$ cat src/rtl/pulpino_bringup_stub.sv
// rtl/pulpino_bringup_stub.sv - board bring-up stand-in for the PULPino core
//
// Purpose:
//   Occupies the core instance slot in the CW305 top level. Drives GPIO from
//   one of four runtime modes and sends a periodic UART heartbeat byte
//   (an incrementing sequence number) with CTS flow control.
//
// Ports:
//   clk, rst_n      clock (rising edge) and asynchronous active-low reset
//   mode_i[1:0]     00 OFF, 01 LOOPBACK, 10 WALK, 11 COUNT
//   gpio_dir        per-bit output enable; 0 forces the gpio_out bit to 0
//   gpio_in         GPIO input pins (used by LOOPBACK)
//   gpio_out        registered GPIO output
//   uart_tx         8N1 transmit, idle high
//   uart_cts        1 = receiver clear to send, sampled only between frames
//   uart_rx/dsr     present for port compatibility, ignored
//   uart_rts/dtr    held at 1 once out of reset

module pulpino_bringup_stub #(
   parameter int GPIO_W      = 32,
   parameter int CLK_DIV     = 16,
   parameter int HB_PERIOD   = 1024,
   parameter int PATTERN_DIV = 256
) (
   input  logic              clk,
   input  logic              rst_n,
   input  logic [1:0]        mode_i,
   input  logic [GPIO_W-1:0] gpio_dir,
   input  logic [GPIO_W-1:0] gpio_in,
   output logic [GPIO_W-1:0] gpio_out,
   output logic              uart_tx,
   input  logic              uart_rx,
   input  logic              uart_cts,
   input  logic              uart_dsr,
   output logic              uart_rts,
   output logic              uart_dtr
);

   localparam int DIV_W  = (PATTERN_DIV > 1) ? $clog2(PATTERN_DIV) : 1;
   localparam int HB_W   = (HB_PERIOD > 1) ? $clog2(HB_PERIOD) : 1;
   localparam int BAUD_W = (CLK_DIV > 1) ? $clog2(CLK_DIV) : 1;

   localparam logic [DIV_W-1:0]  DIV_LAST  = DIV_W'(PATTERN_DIV - 1);
   localparam logic [HB_W-1:0]   HB_LAST   = HB_W'(HB_PERIOD - 1);
   localparam logic [BAUD_W-1:0] BAUD_LAST = BAUD_W'(CLK_DIV - 1);

   localparam logic [1:0] MODE_OFF   = 2'b00;
   localparam logic [1:0] MODE_LOOP  = 2'b01;
   localparam logic [1:0] MODE_WALK  = 2'b10;
   localparam logic [1:0] MODE_COUNT = 2'b11;

   typedef enum logic [1:0] {
      ST_IDLE  = 2'd0,
      ST_START = 2'd1,
      ST_DATA  = 2'd2,
      ST_STOP  = 2'd3
   } uart_state_e;

   // GPIO pattern state
   logic [1:0]        mode_q, mode_d;
   logic [DIV_W-1:0]  div_q, div_d;
   logic [GPIO_W-1:0] walk_q, walk_d;
   logic [GPIO_W-1:0] cnt_q, cnt_d;
   logic [GPIO_W-1:0] gpio_out_q, gpio_out_d;

   // heartbeat and UART state
   logic [HB_W-1:0]   hb_q, hb_d;
   logic              pend_q, pend_d;
   uart_state_e       state_q, state_d;
   logic [BAUD_W-1:0] baud_q, baud_d;
   logic [2:0]        bit_q, bit_d;
   logic [7:0]        seq_q, seq_d;
   logic              tx_q, tx_d;
   logic              rts_q, rts_d;

   logic mode_change;
   logic pat_tick;
   logic hb_tick;
   logic baud_done;
   logic frame_start;

   // uart_rx and uart_dsr exist only so the port list matches the core
   logic unused_inputs;
   assign unused_inputs = ^{uart_rx, uart_dsr};

   // -------------------------------------------------------------------------
   // GPIO pattern generation
   // -------------------------------------------------------------------------
   always_comb begin
      mode_d      = mode_i;
      mode_change = (mode_i != mode_q);
      pat_tick    = (div_q == DIV_LAST);
      div_d       = div_q;
      walk_d      = walk_q;
      cnt_d       = cnt_q;

      if (mode_change) begin
         // restart the pattern so a new mode always begins from a known value
         div_d  = '0;
         walk_d = GPIO_W'(1);
         cnt_d  = '0;
      end else begin
         div_d = pat_tick ? '0 : div_q + DIV_W'(1);
         if (pat_tick) begin
            // rotate left; the right shift brings the top bit back to bit0
            walk_d = (walk_q << 1) | (walk_q >> (GPIO_W - 1));
            cnt_d  = cnt_q + GPIO_W'(1);
         end
      end

      // output register loads the next pattern value so the entry value
      // (bit0 / zero) is visible on the first cycle of the new mode
      case (mode_i)
         MODE_OFF:   gpio_out_d = '0;
         MODE_LOOP:  gpio_out_d = gpio_in & gpio_dir;
         MODE_WALK:  gpio_out_d = walk_d & gpio_dir;
         MODE_COUNT: gpio_out_d = cnt_d & gpio_dir;
         default:    gpio_out_d = '0;
      endcase
   end

   // -------------------------------------------------------------------------
   // Heartbeat request and UART transmitter
   // -------------------------------------------------------------------------
   always_comb begin
      hb_tick     = (mode_i != MODE_OFF) && (hb_q == HB_LAST);
      hb_d        = (mode_i == MODE_OFF) ? '0 : (hb_tick ? '0 : hb_q + HB_W'(1));
      baud_done   = (baud_q == BAUD_LAST);
      frame_start = 1'b0;
      state_d     = state_q;
      baud_d      = baud_done ? '0 : baud_q + BAUD_W'(1);
      bit_d       = bit_q;
      seq_d       = seq_q;
      rts_d       = 1'b1;

      case (state_q)
         ST_IDLE: begin
            baud_d = '0;
            bit_d  = '0;
            // CTS only gates the start of a frame; once started it runs out
            if (pend_q && uart_cts && (mode_i != MODE_OFF)) begin
               frame_start = 1'b1;
               state_d     = ST_START;
            end
         end
         ST_START: begin
            if (baud_done) state_d = ST_DATA;
         end
         ST_DATA: begin
            if (baud_done) begin
               if (bit_q == 3'd7) state_d = ST_STOP;
               else               bit_d   = bit_q + 3'd1;
            end
         end
         ST_STOP: begin
            if (baud_done) begin
               state_d = ST_IDLE;
               seq_d   = seq_q + 8'd1;
            end
         end
         default: state_d = ST_IDLE;
      endcase

      // a request during a frame or while already pending merges into one;
      // a tick coinciding with a frame start survives for the next frame
      pend_d = (pend_q & ~frame_start) | hb_tick;
      if (mode_i == MODE_OFF) pend_d = 1'b0;

      // tx is registered from the next state so it changes with the state
      case (state_d)
         ST_START: tx_d = 1'b0;
         ST_DATA:  tx_d = seq_q[bit_d];
         default:  tx_d = 1'b1;
      endcase
   end

   // -------------------------------------------------------------------------
   // State registers
   // -------------------------------------------------------------------------
   always_ff @(posedge clk or negedge rst_n) begin
      if (!rst_n) begin
         mode_q     <= MODE_OFF;
         div_q      <= '0;
         walk_q     <= '0;
         cnt_q      <= '0;
         gpio_out_q <= '0;
         hb_q       <= '0;
         pend_q     <= 1'b0;
         state_q    <= ST_IDLE;
         baud_q     <= '0;
         bit_q      <= '0;
         seq_q      <= 8'h00;
         tx_q       <= 1'b1;
         rts_q      <= 1'b0;
      end else begin
         mode_q     <= mode_d;
         div_q      <= div_d;
         walk_q     <= walk_d;
         cnt_q      <= cnt_d;
         gpio_out_q <= gpio_out_d;
         hb_q       <= hb_d;
         pend_q     <= pend_d;
         state_q    <= state_d;
         baud_q     <= baud_d;
         bit_q      <= bit_d;
         seq_q      <= seq_d;
         tx_q       <= tx_d;
         rts_q      <= rts_d;
      end
   end

   assign gpio_out = gpio_out_q;
   assign uart_tx  = tx_q;
   assign uart_rts = rts_q;
   assign uart_dtr = rts_q;

endmodule

$ cat config.mk
export PLATFORM = sky130hd
export DESIGN_NAME = pulpino_bringup_stub
export DESIGN_NICKNAME = d
export VERILOG_FILES = /design/src/rtl/pulpino_bringup_stub.sv
export SDC_FILE = /design/constraint.sdc
export NUM_CORES = 1
export LEC_CHECK = 0
export CAP_MARGIN = 20
export CORE_ASPECT_RATIO = 1.2
export CORE_MARGIN = 2
export CORE_UTILIZATION = 54
export DETAILED_ROUTE_END_ITERATION = 8
export GPL_ROUTABILITY_DRIVEN = 1
export GPL_TIMING_DRIVEN = 0
export PLACE_DENSITY = 0.83
export SETUP_SLACK_MARGIN = 0.05
export SLEW_MARGIN = 20
export SYNTH_ARGS = -nofsm -noshare
export SYNTH_HDL_FRONTEND = slang
export SYNTH_SLANG_ARGS = --single-unit
$ cat constraint.sdc
create_clock -name clk -period 2.7 [get_ports clk]
set_input_delay 0.405 -clock clk [delete_from_list [all_inputs] [get_ports clk]]
set_output_delay 0.405 -clock clk [all_outputs]
set_load 0.02 [all_outputs]
Word level (Yosys, flattened, before mapping)
Cells that the tools add are included.

Output and inout port bits: 35. Input port bits: 71. Logic and storage cells: 73. Register bits: 136.

Equal/unequal tests: 13. $lt $le $gt $ge: 1. Add/sub/neg operators: 6. Multiplexer cells: 26. Bitwise gates (word level): 7. Reductions and logical operators: 7.

Operators with widths (count): two-way mux 32 bit (4); one-hot mux 32 bit (4 select lines) (1); bitwise AND 32 bit (3); adder 32 x 1 -> 32 bit, second input constant (1); bitwise OR 32 x 1 -> 32 bit (1); two-way mux 10 bit (2); adder 8 x 1 -> 8 bit, second input constant (2); two-way mux 8 bit (2); adder 10 x 1 -> 10 bit, second input constant (1); equality test 10 bit, second input constant (1); equality test 2 bit, second input constant (5); two-way mux 2 bit (5); equality test 8 bit, second input constant (1); two-way mux 4 bit (2); one-hot mux 2 bit (4 select lines) (1); equality test 2 x 1 -> 1 bit, second input constant (3); two-way mux 3 bit (2); one-hot mux 3 bit (2 select lines) (1); adder 4 x 1 -> 4 bit, second input constant (1); equality test 4 bit, second input constant (1); zero test 2 bit (2); < comparator 3 x 4 -> 1 bit, second input constant (1); two-way mux 1 bit (4); adder 3 x 1 -> 3 bit, second input constant (1); other kinds (10) (12).

Logic depth before layout (Yosys ltp)
Gate-level depths: netlist of the first run.

Depth in word-level cells: 8. Mapped depth: 9. Mapped depth without buffers: 7.

Worst setup path before layout of the first run
Ideal clock, no wire load.

Path type: flip-flop to flip-flop. Start: register baud_q[0]. End: register tx_q, in the netlist uart_tx. Setup time: 0.060 ns. Arrival: 2.108 ns. Path buffers: 1. Period minus slack after synthesis: 2.168 ns. Required time: 2.640 ns. Setup slack: 0.532 ns. Cell stages (with the launch flop): 9. Path through: dfrtp_1 > ha_1 > and3_1 > clkbuf_1 > and3_1 > a221o_1 > or3b_1 > a32oi_1 > o21a_1.

Longest elaborated chain between the ends: 6. Elaborated cells on any way between the ends: 12. Classes of those cells: eq/ne (3); mux (9).

RTL lines: start: declaration (RTL line 70) `logic [BAUD_W-1:0] baud_q, baud_d;`; start signal: assignment (RTL line 204) `baud_q <= baud_d;`; equality test 4 bit (RTL line 128) `baud_done = (baud_q == BAUD_LAST);`; two-way mux 3 bit (RTL line 150) `if (baud_done) begin`; one-hot mux 3 bit (2 select lines) (RTL line 136) `case (state_q)`; via bit_d[1] (RTL line 71) `logic [2:0] bit_q, bit_d;`; binary-select mux 1 bit (select 3 bit) (RTL line 172) `ST_DATA: tx_d = seq_q[bit_d];`; two-way mux 1 bit (implied by the code) (RTL line 172); one-hot mux 1 bit (2 select lines) (RTL line 170) `case (state_d)`; via tx_d (RTL line 73) `logic tx_q, tx_d;`; end signal: assignment (RTL line 207) `tx_q <= tx_d;`; end: declaration (RTL line 73).

The timed path passes the listed nets, and every way through them passes these cells. The select of a mux whose other input is x is not followed. A chain may end at the register's enable or synchronous reset.

Final worst setup path of the first run
Start: input port mode_i[1]. End: register gpio_out_q[18], in the netlist gpio_out[18].

Longest elaborated chain between the ends: 4. Elaborated cells on any way between the ends: 10. Classes of those cells: eq/ne (4); mux (3); bitwise (2); reduce/logical (1).

RTL lines: start: declaration (RTL line 27) `input logic [1:0] mode_i,`; inequality test 2 bit (RTL line 91) `mode_change = (mode_i != mode_q);`; two-way mux 32 bit (RTL line 97) `if (mode_change) begin`; bitwise AND 32 bit (on tied branches) (RTL line 117, 116); one-hot mux 32 bit (4 select lines) * (RTL line 113) `case (mode_i)`; via gpio_out_d[18] (RTL line 64) `logic [GPIO_W-1:0] gpio_out_q, gpio_out_d;`; end signal: assignment (RTL line 200) `gpio_out_q <= gpio_out_d;`; end: declaration (RTL line 64).

The timed path passes the listed nets; every way through them passes the cells marked *.

==> results of run 1 <==
## through the flow
stage               cell area [um^2]  TNS, ns  hold WS, ns
floorplan                       6500        0        0.109
global placement                7730  -551.52        0.455
detailed placement              7760   -10.70        0.374
CTS                             8380        0        0.452
global route                    8410        0        0.445
finish                          8410        0        0.461
## path summary, 6_finish.rpt
check,start,to,slack (ns),cells past startpoint
max,mode_i[1],gpio_out[18]$_DFF_PN0_,0.16,7
min,mode_i[0],mode_q[0]$_DFF_PN0_,0.46,1
max reg2reg,div_q[0]$_DFF_PN0_,gpio_out[18]$_DFF_PN0_,0.21,8
min reg2reg,seq_q[7]$_DFFE_PN0P_,seq_q[7]$_DFFE_PN0P_,0.47,1
max in group asynchronous,rst_n,walk_q[27]$_DFF_PN0_,1.46,3
min in group asynchronous,rst_n,hb_q[3]$_DFF_PN0_,0.50,2
## cell usage after synthesis (2+ instances only)
library cell  instances
and3_1               23
mux2i_1              37
o22ai_1               2
ha_1                  6
nand3_1              25
or3b_1                2
clkbuf_1             24
and2_1               14
and4_1                6
o21ai_0              16
nand3b_1              2
nor3_1               10
xnor2_1              32
buf_2                 5
nand4_1              11
nor3b_2               2
a21boi_0              2
xor2_1               21
nor4_1                5
o31ai_1               2
o21a_1                5
inv_1                10
nor3b_1               4
or3_1                 5
a21oi_1              22
nor4_2               10
nand2_1              63
o221ai_1             12
dfrtp_1             135
nor2_1              102
a221oi_1              4
## kinds of logic (layout without fill, tap and decap cells)
| family | count (synthesis) | count (layout) |
|---|---|---|
| and+or+nand+nor | 292 | 292 |
| buffers and inverters | 42 | 179 |
| DFF | 136 | 136 |
| other | 1 | 1 |
| xor gates and xnor gates | 53 | 53 |
| muxes | 38 | 38 |
| adders and majority gates | 6 | 6 |
| AOI/OAI and AO/OA | 76 | 76 |
## area by class of cell
type | instances | area (um^2)
Tap cell | 157 | 196
Multi-Input combinational cell | 466 | 2940
Inverter | 10 | 37.5
Buffer | 32 | 149
Sequential cell | 136 | 3400
Timing Repair Buffer | 105 | 1070
Clock inverter | 13 | 153
Fill cell | 828 | 3260
Clock buffer | 19 | 453
## metal layers
metal	up-vias	track usage	routed length [um]	share of wire
met4	0	0.144	722	0.040
met5	-	0	0	0
met3	69	0.0759	1190	0.065
met1	2750	0.330	6850	0.38
met2	249	0.525	9500	0.52
li1	2493	-	-	-
## state kept, by name, summed over array words and instances (netlist names), 2 cells and up
signal,cells
gpio_out,32
bit_q,3
mode_q,2
div_q,8
state_q,2
baud_q,4
seq_q,8
hb_q,10
cnt_q,32
walk_q,32
## report_power, final
part	switching (mW)	total [mW]	internal, mW
registers	0.0380	2.13	2.09
clock network	0.895	2.39	1.49
logic	0.243	0.440	0.196
## repair_timing
action | in CTS | in global routing
setup endpoints to repair | 7 | 34
hold endpoints to repair | 58 | 0
pin swaps | 0 | 0
hold buffers | 1 | 0
gates resized for setup | 3 | 12
==> flow_metrics.env, run 1 <==
export IMPL_die_h_um=124
export IMPL_ant_nets=0
export IMPL_path_cells="clkdlybuf4s50_1 > xor2_1 > nor2_4 > nand2_2 > clkbuf_1 > o221ai_1 > and2_1"
export IMPL_antenna_found_initial=0
export IMPL_globalRouteOverflowTotal=0
export IMPL_synthArstFlopShare=1.00
export IMPL_firstDrtPassIters=5
export IMPL_cts_buffers=17
export IMPL_grt_pass1_vias=5784
export IMPL_final_cell_mix="dfrtp_1, clkdlybuf4s50_1, nor2_1, nand2_1, mux2i_1"
export IMPL_power_mw=4.96
export IMPL_tightest_slew_ns=0.714
export IMPL_cts_root_buf="clkbuf_16"
export IMPL_synth_compound_area_share=0.0770
export IMPL_synthesis_nets=721
export IMPL_dp_hpwl_um=12800
export IMPL_critical_path_top_delay_family="buffers and inverters"
export IMPL_finalWirelength_um=18300
export IMPL_initial_core_util=0.557
export IMPL_routedWlPerCell_um=19.5
export IMPL_ys_warn_count=0
export IMPL_finalNetCount=845
export IMPL_grt_max_degree=78
export IMPL_yosys_mux_area_fraction=0.0587
export IMPL_htreeDepth=4
export IMPL_run_status="finished clean"
export IMPL_postCtsSetupRepairBufs=0
export IMPL_final_cells=938
export IMPL_syn_area_um2=6500
export IMPL_drt_iter0_markers=381
export IMPL_synth_edf_count=0
export IMPL_pre_cts_ws_ns=-0.596
export IMPL_place_gp_congestion=0.848
export IMPL_drcViolationCount=0
export IMPL_cp_end_kind="register"
export IMPL_worstPathArrival_ns=2.85
export IMPL_rsz0062_at_grt="no"
export IMPL_grt_total_usage=0.294
export IMPL_fmax_mhz=394
export IMPL_power_density_nw_per_um2=589
export IMPL_synthAdderAreaFrac=0.0116
export IMPL_setup_viol=0
export IMPL_slew_headroom=0.524
export IMPL_synth_cells=644
export IMPL_ys_seq_area_frac=0.524
export IMPL_yosysTopAreaCell="dfrtp_1"
export IMPL_drv_cap=0
export IMPL_synth_cell_types=56
export IMPL_leakagePower_nw=3.50
export IMPL_avgSynthCellArea_um2=10.1
export IMPL_post_route_period_util=0.940
export IMPL_synth_xor_area_frac=0.0714
export IMPL_io_buffers=103
export IMPL_crit_path_top_delay_cell="clkdlybuf4s50_1"
export IMPL_path_max_fanout=10
export IMPL_vdd_ir_drop_max_uv=482
export IMPL_ctsLongestPathBuffers=2
export IMPL_slowest_delay_ns=0.59
export IMPL_synth_area_leaders="dfrtp_1, nor2_1, mux2i_1, xnor2_1, nand2_1"
export IMPL_crit_required_ns=3.01
export IMPL_via_count=5561
export IMPL_synth_top_family_by_area="simple AND/OR/NAND/NOR gates"
export IMPL_post_route_min_period_ns=2.54
export IMPL_fin_util=0.720
export IMPL_synth_top_area_share=0.520
export IMPL_ios=106
export IMPL_synthFlopType="dfrtp_1"
export IMPL_viasPerCell=5.93
export IMPL_skew_ns=0.0126
export IMPL_startpoint_type="primary input"
export IMPL_setup_ws_ns=0.162
export IMPL_synth_simple_area_share=0.230
export IMPL_rows=43
export IMPL_maxSlewViolCount=0
export IMPL_drive_above_1_share=0.0858
export IMPL_clock_sinks=136
export IMPL_die_width_um=104
export IMPL_diodes=0
export IMPL_dpl_cell_count=905
export IMPL_yosys_register_bits=136
export IMPL_die_area_um2=12900
export IMPL_cts_tree="done"
export IMPL_grt_pass1_wl_um=28900
export IMPL_clk_latency_ns=0.43
export IMPL_crit_buf_inv=2
export IMPL_hp_class="in2reg"
export IMPL_crit_type="in2reg"
export IMPL_hold_viol_final=0
export IMPL_syn_to_final_growth_pct=29.4
export IMPL_core_um2=11700
export IMPL_layout_commonest_cell="dfrtp_1"
export IMPL_path_clk_slew_ns=0.06
Power figures use the tool's default switching activity.
==> inputs of run 2 (changes only) <==
TNS_END_PERCENT = 10   (was unset)
==> run 2 against run 1 <==
Clock power about the same; setup slack better by 0.0013 ns; register-to-register slack about the same; critical path depth unchanged; power about the same; sequential power about the same; routed wire length down 0.28%.
==> flow_metrics.env, run 2 (same netlist as run 1, synthesis figures left out) <==
export IMPL_finalNetCount=845
export IMPL_firstDrtPassIters=5
export IMPL_post_route_period_util=0.939
export IMPL_die_h_um=124
export IMPL_die_width_um=104
export IMPL_skew_ns=0.00568
export IMPL_viasPerCell=5.89
export IMPL_ctsLongestPathBuffers=2
export IMPL_hold_path_depth=1
export IMPL_crit_path_top_delay_cell="clkdlybuf4s50_1"
export IMPL_drcViolationCount=0
export IMPL_hp_start="mode_i[0]"
export IMPL_worstPathArrival_ns=2.89
export IMPL_path_clk_slew_ns=0.06
export IMPL_final_cells=938
export IMPL_grt_max_degree=78
export IMPL_reg2reg_depth=8
export IMPL_maxSlewViolCount=0
export IMPL_final_cell_mix="dfrtp_1, clkdlybuf4s50_1, nor2_1, nand2_1, mux2i_1"
export IMPL_dpl_cell_count=905
export IMPL_globalRouteOverflowTotal=0
export IMPL_via_count=5524
export IMPL_r2r_end="gpio_out[18]$_DFF_PN0_"
export IMPL_routedWlPerCell_um=19.4
export IMPL_vdd_ir_drop_max_uv=482
export IMPL_cts_tree="done"
export IMPL_dp_hpwl_um=12800
export IMPL_fmax_mhz=394
export IMPL_power_mw=4.95
export IMPL_regToRegSetupSlack_ns=0.22
export IMPL_rows=43
export IMPL_cp_end_kind="register"
export IMPL_ios=106
export IMPL_cts_root_buf="clkbuf_16"
export IMPL_die_area_um2=12900
export IMPL_grt_pass1_vias=5791
export IMPL_syn_to_final_growth_pct=29.4
export IMPL_grt_pass1_wl_um=28900
export IMPL_tightest_slew_ns=0.708
export IMPL_postCtsSetupRepairBufs=0
export IMPL_place_gp_congestion=0.848
export IMPL_core_um2=11700
export IMPL_htreeDepth=4
export IMPL_num_fill_cells=828
export IMPL_drive_above_1_share=0.0845
export IMPL_post_route_min_period_ns=2.54
export IMPL_grt_total_usage=0.294
export IMPL_cts_buffers=17
export IMPL_hold_viol_final=0
export IMPL_min_to="mode_q[0]$_DFF_PN0_"
export IMPL_startpoint_type="primary input"
export IMPL_drt_iter0_markers=340
export IMPL_clock_sinks=136
export IMPL_slowest_delay_ns=0.58
export IMPL_layout_commonest_cell="dfrtp_1"
export IMPL_r2r_start="div_q[0]$_DFF_PN0_"
export IMPL_crit_required_ns=3.05
export IMPL_io_buffers=103
export IMPL_clk_latency_ns=0.43
export IMPL_ant_nets=0
export IMPL_setup_viol=0
export IMPL_slew_headroom=0.528
export IMPL_diodes=0
export IMPL_path_cells="clkdlybuf4s50_1 > clkbuf_1 > inv_1 > clkbuf_1 > nand2_1 > nand2_1 > nor2_1"
export IMPL_antenna_found_initial=0
export IMPL_hp_class="in2reg"
export IMPL_power_density_nw_per_um2=589
export IMPL_rsz0062_at_grt="yes"
export IMPL_drv_cap=0
export IMPL_fin_util=0.720
export IMPL_finalWirelength_um=18200
export IMPL_leakagePower_nw=3.50
export IMPL_crit_type="in2reg"
export IMPL_initial_core_util=0.557
export IMPL_run_status="finished clean"
export IMPL_path_max_fanout=10
==> run 2: final cells by class <==
| cell class | instances | area [um^2] | share of cell area |
|---|---|---|---|
| inverters | 10 | 37.5 | 0.00446 |
| clock buffers | 19 | 453 | 0.0539 |
| repair buffers | 105 | 1070 | 0.128 |
| well taps | 157 | 196 | 0.0234 |
| flip-flops and latches | 136 | 3400 | 0.405 |
| multi-input cells | 466 | 2940 | 0.350 |
| plain buffers | 32 | 148 | 0.0176 |
| clock inverters | 13 | 153 | 0.0182 |
==> run 2: worst max path at each step <==
stage	start	to	slack, ns	cells after the start
3_5_place_dp	mode_i[0]	gpio_out[0]$_DFF_PN0_	-0.60	9
6_report	mode_i[1]	hb_q[2]$_DFF_PN0_	0.16	7
2_1_floorplan	baud_q[0]$_DFF_PN0_	uart_tx$_DFF_PN1_	0.53	8
5_1_grt	mode_i[1]	hb_q[2]$_DFF_PN0_	0.001	7
4_1_cts	div_q[0]$_DFF_PN0_	gpio_out[18]$_DFF_PN0_	0.04	8
3_3_place_gp	rst_n	walk_q[24]$_DFF_PN0_	-4.01	1
==> run 2: timing repair <==
action                                  4_1_cts  5_1_grt
endpoints found under the setup margin        7       38
resized for setup                             2       12
endpoints found under the hold margin        58        0
hold buffers                                  1        0
pin swaps                                     0        0
==> run 2: power breakdown <==
group	total, mW	internal, mW	switching, mW
Clock	2.39	1.49	0.894
Combinational	0.438	0.196	0.242
Sequential	2.13	2.09	0.0381
==> run 2: metrics by stage <==
stage	area [um^2]	hold WS [ns]	worst slack [ns]	TNS (ns)
floorplan	6500	0.109	0.532	0
global placement	7730	0.455	-4.01	-551.52
detailed placement	7760	0.374	-0.596	-10.70
global route	8410	0.445	0.000982	0
CTS	8380	0.452	0.0417	0
finish	8410	0.457	0.164	0
==> run 2: routing by layer <==
| layer | part of all wire | vias to the layer above | track usage |
|---|---|---|---|
| met3 | 0.065 | 73 | 0.0769 |
| li1 | - | 2495 | - |
| met4 | 0.043 | 0 | 0.145 |
| met5 | 0 | - | 0 |
| met1 | 0.38 | 2728 | 0.329 |
| met2 | 0.52 | 228 | 0.525 |
==> run 2: worst max-delay path: cells and delay by family <==
| kind | cells | cell delay, ns |
|---|---|---|
| buffers and inverters | 4 | 1.67 |
| and+or+nand+nor | 3 | 0.81 |
==> edit 1 (flow settings as in run 1) <==
The parameter `GPIO_W` goes from 32 to 16.
--- a/src/rtl/pulpino_bringup_stub.sv
+++ b/src/rtl/pulpino_bringup_stub.sv
@@ -18,5 +18,5 @@
 
 module pulpino_bringup_stub #(
-   parameter int GPIO_W      = 32,
+   parameter int GPIO_W      = 16,
    parameter int CLK_DIV     = 16,
    parameter int HB_PERIOD   = 1024,
Ports: changed (resized gpio_dir, gpio_in and gpio_out); port bits go from 106 to 58. No check against the original RTL was run, so the function may have changed too.
==> edit 1 against run 1 <==
Design area shrank 39%. First-iteration DRC count shrank 60%. Clock skew grew 0.56 ps. Sequential cell count shrank 48. Combinational power shrank 38%. Synthesized area shrank 35%. Cell count shrank 38%. Worst setup slack gained 250 ps. Maximum frequency grew 11%. Count of clock-buffer cells in the layout shrank 9. Power shrank 50%. Wire length shrank 48%. Largest power group is now sequential cells.
==> edit 1: results (changes against run 1) <==
\begin{tabular}{lr}
\hline
Metric & Value \\
\hline
\multicolumn{2}{l}{\textbf{Outcome}} \\
Result of the run & complete, no violations \\
\multicolumn{2}{l}{\textbf{Synth}} \\
Most used flip-flop cell after synthesis & dfrtp\_1 \\
Sequential cell area fraction in the yosys report & 51.9\% (-0.44 points) \\
Biggest area contributors in the synthesized netlist & dfrtp\_1 51\%, nor2\_1 5.8\%, mux2i\_1 4.2\%, xnor2\_1 3.9\%, xor2\_1 3.9\% \\
Unique masters post-synth & 60 (+7.1\%) \\
Number of instances in the synthesized netlist & 415 (-36\%) \\
Most common library cells after synthesis & 87 x dfrtp\_1, 65 x nor2\_1, 34 x nand2\_1, 20 x nand3\_1 \\
\multicolumn{2}{l}{\textbf{Routing}} \\
Detailed route wirelength on metal3 & 436 um (-63\%) \\
Routed length on met2 & 4800 um (-49\%) \\
Wl on met1 & 3960 um (-42\%) \\
Drt initial violations & 153 (-60\%) \\
Average wire per standard cell & 16.3 um (-16\%) \\
First-pass iteration count of the detailed router & 4 (-1) \\
\multicolumn{2}{l}{\textbf{Setup path}} \\
Worst Path Arrival & 2540 ps (-310 ps) \\
Critical-path top delay cell & clkbuf\_1 \\
Max stage delay on crit path & 480 ps (-110 ps) \\
\multicolumn{2}{l}{\textbf{Clock tree}} \\
Later-pin clock latency in the skew report & 360 ps (-70 ps) \\
Clock edge transition at the registers on the reported setup and hold paths & 90 ps (+30 ps) \\
Number of buffers added by the clock tree synthesis step & 9 (-8) \\
Number of gates resized after CTS & 0 (-3) \\
Maximum level of the CTS H-tree & 3 (-1) \\
\multicolumn{2}{l}{\textbf{Placed design}} \\
Final weighted congestion in routability-driven placement & 0.890 (+5.0\%) \\
Worst slack, placed & 58.4 ps (+655 ps) \\
Half-perimeter wire length of the detailed placement result & 6960 um (-46\%) \\
Number of cells in the design after placement & 563 (-38\%) \\
Count of port buffers added during placement & 55 (-47\%) \\
\multicolumn{2}{l}{\textbf{Global route}} \\
Grt met1 use & 29.0\% (-4.0 points) \\
Pin count of the biggest net entering global routing & 49 (-37\%) \\
Met3 Use GR & 4.42\% (-3.2 points) \\
First-pass GRT wire length & 15700 um (-46\%) \\
Overall Global Routing Usage & 23.7\% (-5.7 points) \\
Met2 Usage GRT & 39.9\% (-13 points) \\
\multicolumn{2}{l}{\textbf{Cells and area}} \\
Number of nets at the end of the flow & 527 (-38\%) \\
Share of final-layout standard cells stronger than drive strength 1 & 8.83\% (+0.25 points) \\
Final std cells w/o fill & 579 (-38\%) \\
Fill cells & 592 (-29\%) \\
\multicolumn{2}{l}{\textbf{Pwr}} \\
Maximum vdd ir drop & 0.334 mV (-31\%) \\
Leakage power total & 2.20 nW (-37\%) \\
\multicolumn{2}{l}{\textbf{STA}} \\
Max Clock Skew & 13.1 ps (+0.561 ps) \\
Headroom to the max-slew limit & 50.4\% (-2.0 points) \\
\multicolumn{2}{l}{\textbf{Hold path}} \\
Type of the tightest min-delay check & in -> async \\
\hline
\end{tabular}
[edit 1: logic make-up (layout without fill, tap and decap cells)]
group,count (synthesis),count (layout),synth area share (%)
multiplexers,20,20,4.78
AO/OA/AOI/OAI,52,52,8.44
other,1,1,0.0884
adder cells (fa/ha/maj),6,6,1.77
buffers and inverters,30,102,3.75
flip-flops,88,88,51.9
AND/OR/NAND/NOR,180,180,21.4
XOR/XNOR,38,38,7.85
[edit 1: path summary, 6_finish.rpt]
check / depth (start not counted) / slack [ps] / from / endpoint
setup / recovery: 7 / 410 / mode_i[0] / gpio_out[6]
hold / removal: 1 / 30 / rst_n / hb_q[2]
setup reg to reg: 8 / 550 / div_q[0] / gpio_out[8]
hold reg to reg: 1 / 470 / seq_q[7] / seq_q[7]
max in group asynchronous: 2 / 1970 / rst_n / uart_tx
min in group clk: 1 / 470 / seq_q[7] / seq_q[7]
[edit 1: power by group]
part / total (W) / switching [W] / internal [W]
registers: 0.00140 / 0.0000360 / 0.00136
logic: 0.000271 / 0.000144 / 0.000127
clock network: 0.000816 / 0.000478 / 0.000338
[edit 1: metrics by stage]
step | power [W] | cell area, um^2 | hold slack (ps) | utilization (%)
detailed placement | 0.00170 | 4920 | 456 | 64.3
finish | 0.00249 | 5100 | 33.6 | 66.5
CTS | 0.00250 | 5100 | 55.0 | 66.5
global placement | 0.00168 | 4910 | 450 | 64.0
floorplan | 0.00155 | 4240 | 109 | -
global route | 0.00259 | 5100 | 82.5 | 66.5
[edit 1: layout make-up]
class                      count  share of cell area [%]
inverter                      10                   0.737
tap                           92                    2.26
clock buffer                  10                    2.50
multi-input combinational    297                    36.9
buffer                        20                    2.38
sequential                    88                    43.2
timing repair buffer          56                    11.1
clock inverter                 6                   0.859
==> edit 2 (config.mk and constraints of run 1) <==
Made on the original files. Make the reset (`rst_n`) synchronous in one clocked block. Comments in the files are not updated.
--- a/src/rtl/pulpino_bringup_stub.sv
+++ b/src/rtl/pulpino_bringup_stub.sv
@@ -178,5 +178,5 @@
    // State registers
    // -------------------------------------------------------------------------
-   always_ff @(posedge clk or negedge rst_n) begin
+   always_ff @(posedge clk) begin
       if (!rst_n) begin
          mode_q     <= MODE_OFF;
Function: differs if rst_n is asserted again (counterexample within 4 cycles, from zero or initial values and one cycle with rst_n low); with rst_n held inactive, the same outputs for 10 cycles.
==> edit 2 against run 1 <==
Sequential power decreased by 4%. Power decreased by 3.6%. Global-route usage decreased by 2.6 points. Sequential cell count unchanged. Design area decreased by 9.8%. Hold slack got worse by 160 ps. Worst setup slack improved by 67 ps. Wire length decreased by 15%. Core utilization increased by 0.44 points. Synthesized area decreased by 11%. Largest cell class is now multi-input combinational cells. Largest power group unchanged.
==> edit 2: results (changes against run 1) <==
\begin{tabular}{lr}
\hline
Metric & Value \\
\hline
\multicolumn{2}{l}{\textbf{Outcome}} \\
Result of the run & complete, no violations \\
\multicolumn{2}{l}{\textbf{Routing}} \\
Average wire per standard cell & 17.1 um (-12\%) \\
Drt initial violations & 401 (+5.2\%) \\
Detailed-route via count & 5249 (-5.6\%) \\
Routed length on met2 & 7800 um (-18\%) \\
\multicolumn{2}{l}{\textbf{Synth}} \\
Synthesized netlist net count & 717 (-0.55\%) \\
Unique masters post-synth & 49 (-13\%) \\
Async set or reset register ratio after synthesis & 0\% (-100 points) \\
Post-Syn Area per Cell & 9.03 um\^{}2 (-10\%) \\
Biggest area contributors in the synthesized netlist & dfxtp\_1 47\%, nor2\_1 6.5\%, mux2i\_1 5.7\%, xnor2\_1 4.8\%, nand2\_1 3.8\% \\
Most used flip-flop cell after synthesis & dfxtp\_1 \\
\multicolumn{2}{l}{\textbf{Cells and area}} \\
Final std cells w/o fill & 902 (-3.8\%) \\
Share of final-layout standard cells stronger than drive strength 1 & 6.73\% (-1.9 points) \\
Number of nets at the end of the flow & 837 (-0.95\%) \\
\multicolumn{2}{l}{\textbf{Placed design}} \\
Half-perimeter wire length of the detailed placement result & 10700 um (-16\%) \\
Number of cells in the design after placement & 870 (-3.9\%) \\
Final weighted congestion in routability-driven placement & 0.922 (+8.7\%) \\
\multicolumn{2}{l}{\textbf{Pwr}} \\
Share of power burned in combinational logic & 5.8\% (-3.1 points) \\
Proportion of power drawn by flip-flops and latches & 42.7\% (-0.3 points) \\
Power attributed to combinational cells & 0.000278 W (-37\%) \\
Int Power & 0.00376 W (-0.48\%) \\
\multicolumn{2}{l}{\textbf{Setup path}} \\
Max stage delay on crit path & 720 ps (+130 ps) \\
Reg-to-reg critical path endpoint & gpio\_out[7] \\
Flop-to-flop setup slack & 240 ps (+30 ps) \\
Launch point of the critical path & rst\_n \\
Crit Reg-Reg Startpoint & div\_q[0] \\
Critical Path End & gpio\_out[1] \\
Critical-path top delay cell & a21oi\_1 \\
Worst Path Arrival & 2830 ps (-20 ps) \\
\multicolumn{2}{l}{\textbf{STA}} \\
Max Clock Skew & 8.88 ps (-3.68 ps) \\
Crit path time final & 2470 ps (-67.4 ps) \\
\multicolumn{2}{l}{\textbf{Global route}} \\
Pin count of the biggest net entering global routing & 17 (-78\%) \\
First-pass GRT wire length & 25000 um (-14\%) \\
Via count of the first global-routing pass & 5275 (-8.8\%) \\
Grt met1 use & 30.7\% (-2.3 points) \\
Met2 Usage GRT & 46.9\% (-5.7 points) \\
\hline
\end{tabular}
-- edit 2: cell types whose count changed in the layout (fill, tap and decap cells not counted), moves of 5 or more --
cell      delta
and3_1      +11
buf_2        +5
dfrtp_1    -135
dfxtp_1    +136
nor4_1       +8
nor4_2      -10
o21a_1       -5
o221ai_1    +10
-- edit 2: layout make-up --
type                            count  share of cell area [%]
Clock buffer                       20                    6.02
Multi-Input combinational cell    461                    38.0
Buffer                             34                    1.91
Inverter                            9                   0.445
Clock inverter                     12                    2.29
Tap cell                          129                    2.13
Sequential cell                   136                    35.9
Timing Repair Buffer              101                    13.3
-- edit 2: stage by stage --
| step | TNS (ps) | hold slack, ps | cell area (um^2) |
|---|---|---|---|
| floorplan | 0 | 418 | 5780 |
| global placement | -132 | 430 | 6950 |
| detailed placement | -479 | 450 | 6950 |
| CTS | 0 | 304 | 7580 |
| global route | 0 | 309 | 7580 |
| finish | 0 | 305 | 7580 |
-- edit 2: worst min path at each step --
stage                       end  cells past startpoint      start  slack [ps]
floorplan               hb_q[0]                      1    hb_q[0]         420
detailed placement    baud_q[0]                      1  baud_q[0]         450
CTS                 gpio_out[1]                      2  mode_i[1]         300
finish              gpio_out[1]                      2  mode_i[1]         300
global placement        hb_q[0]                      1    hb_q[0]         430
global route        gpio_out[1]                      2  mode_i[1]         310
-- edit 2: kinds of logic after synthesis --
group / Yosys count / synth area share [%]
and+or+nand+nor: 289 / 24.5
DFF: 136 / 47.1
AOI/OAI and AO/OA: 78 / 9.85
xor gates and xnor gates: 53 / 8.03
adders and majority gates: 6 / 1.30
muxes: 35 / 6.10
buffers and inverters: 43 / 3.09
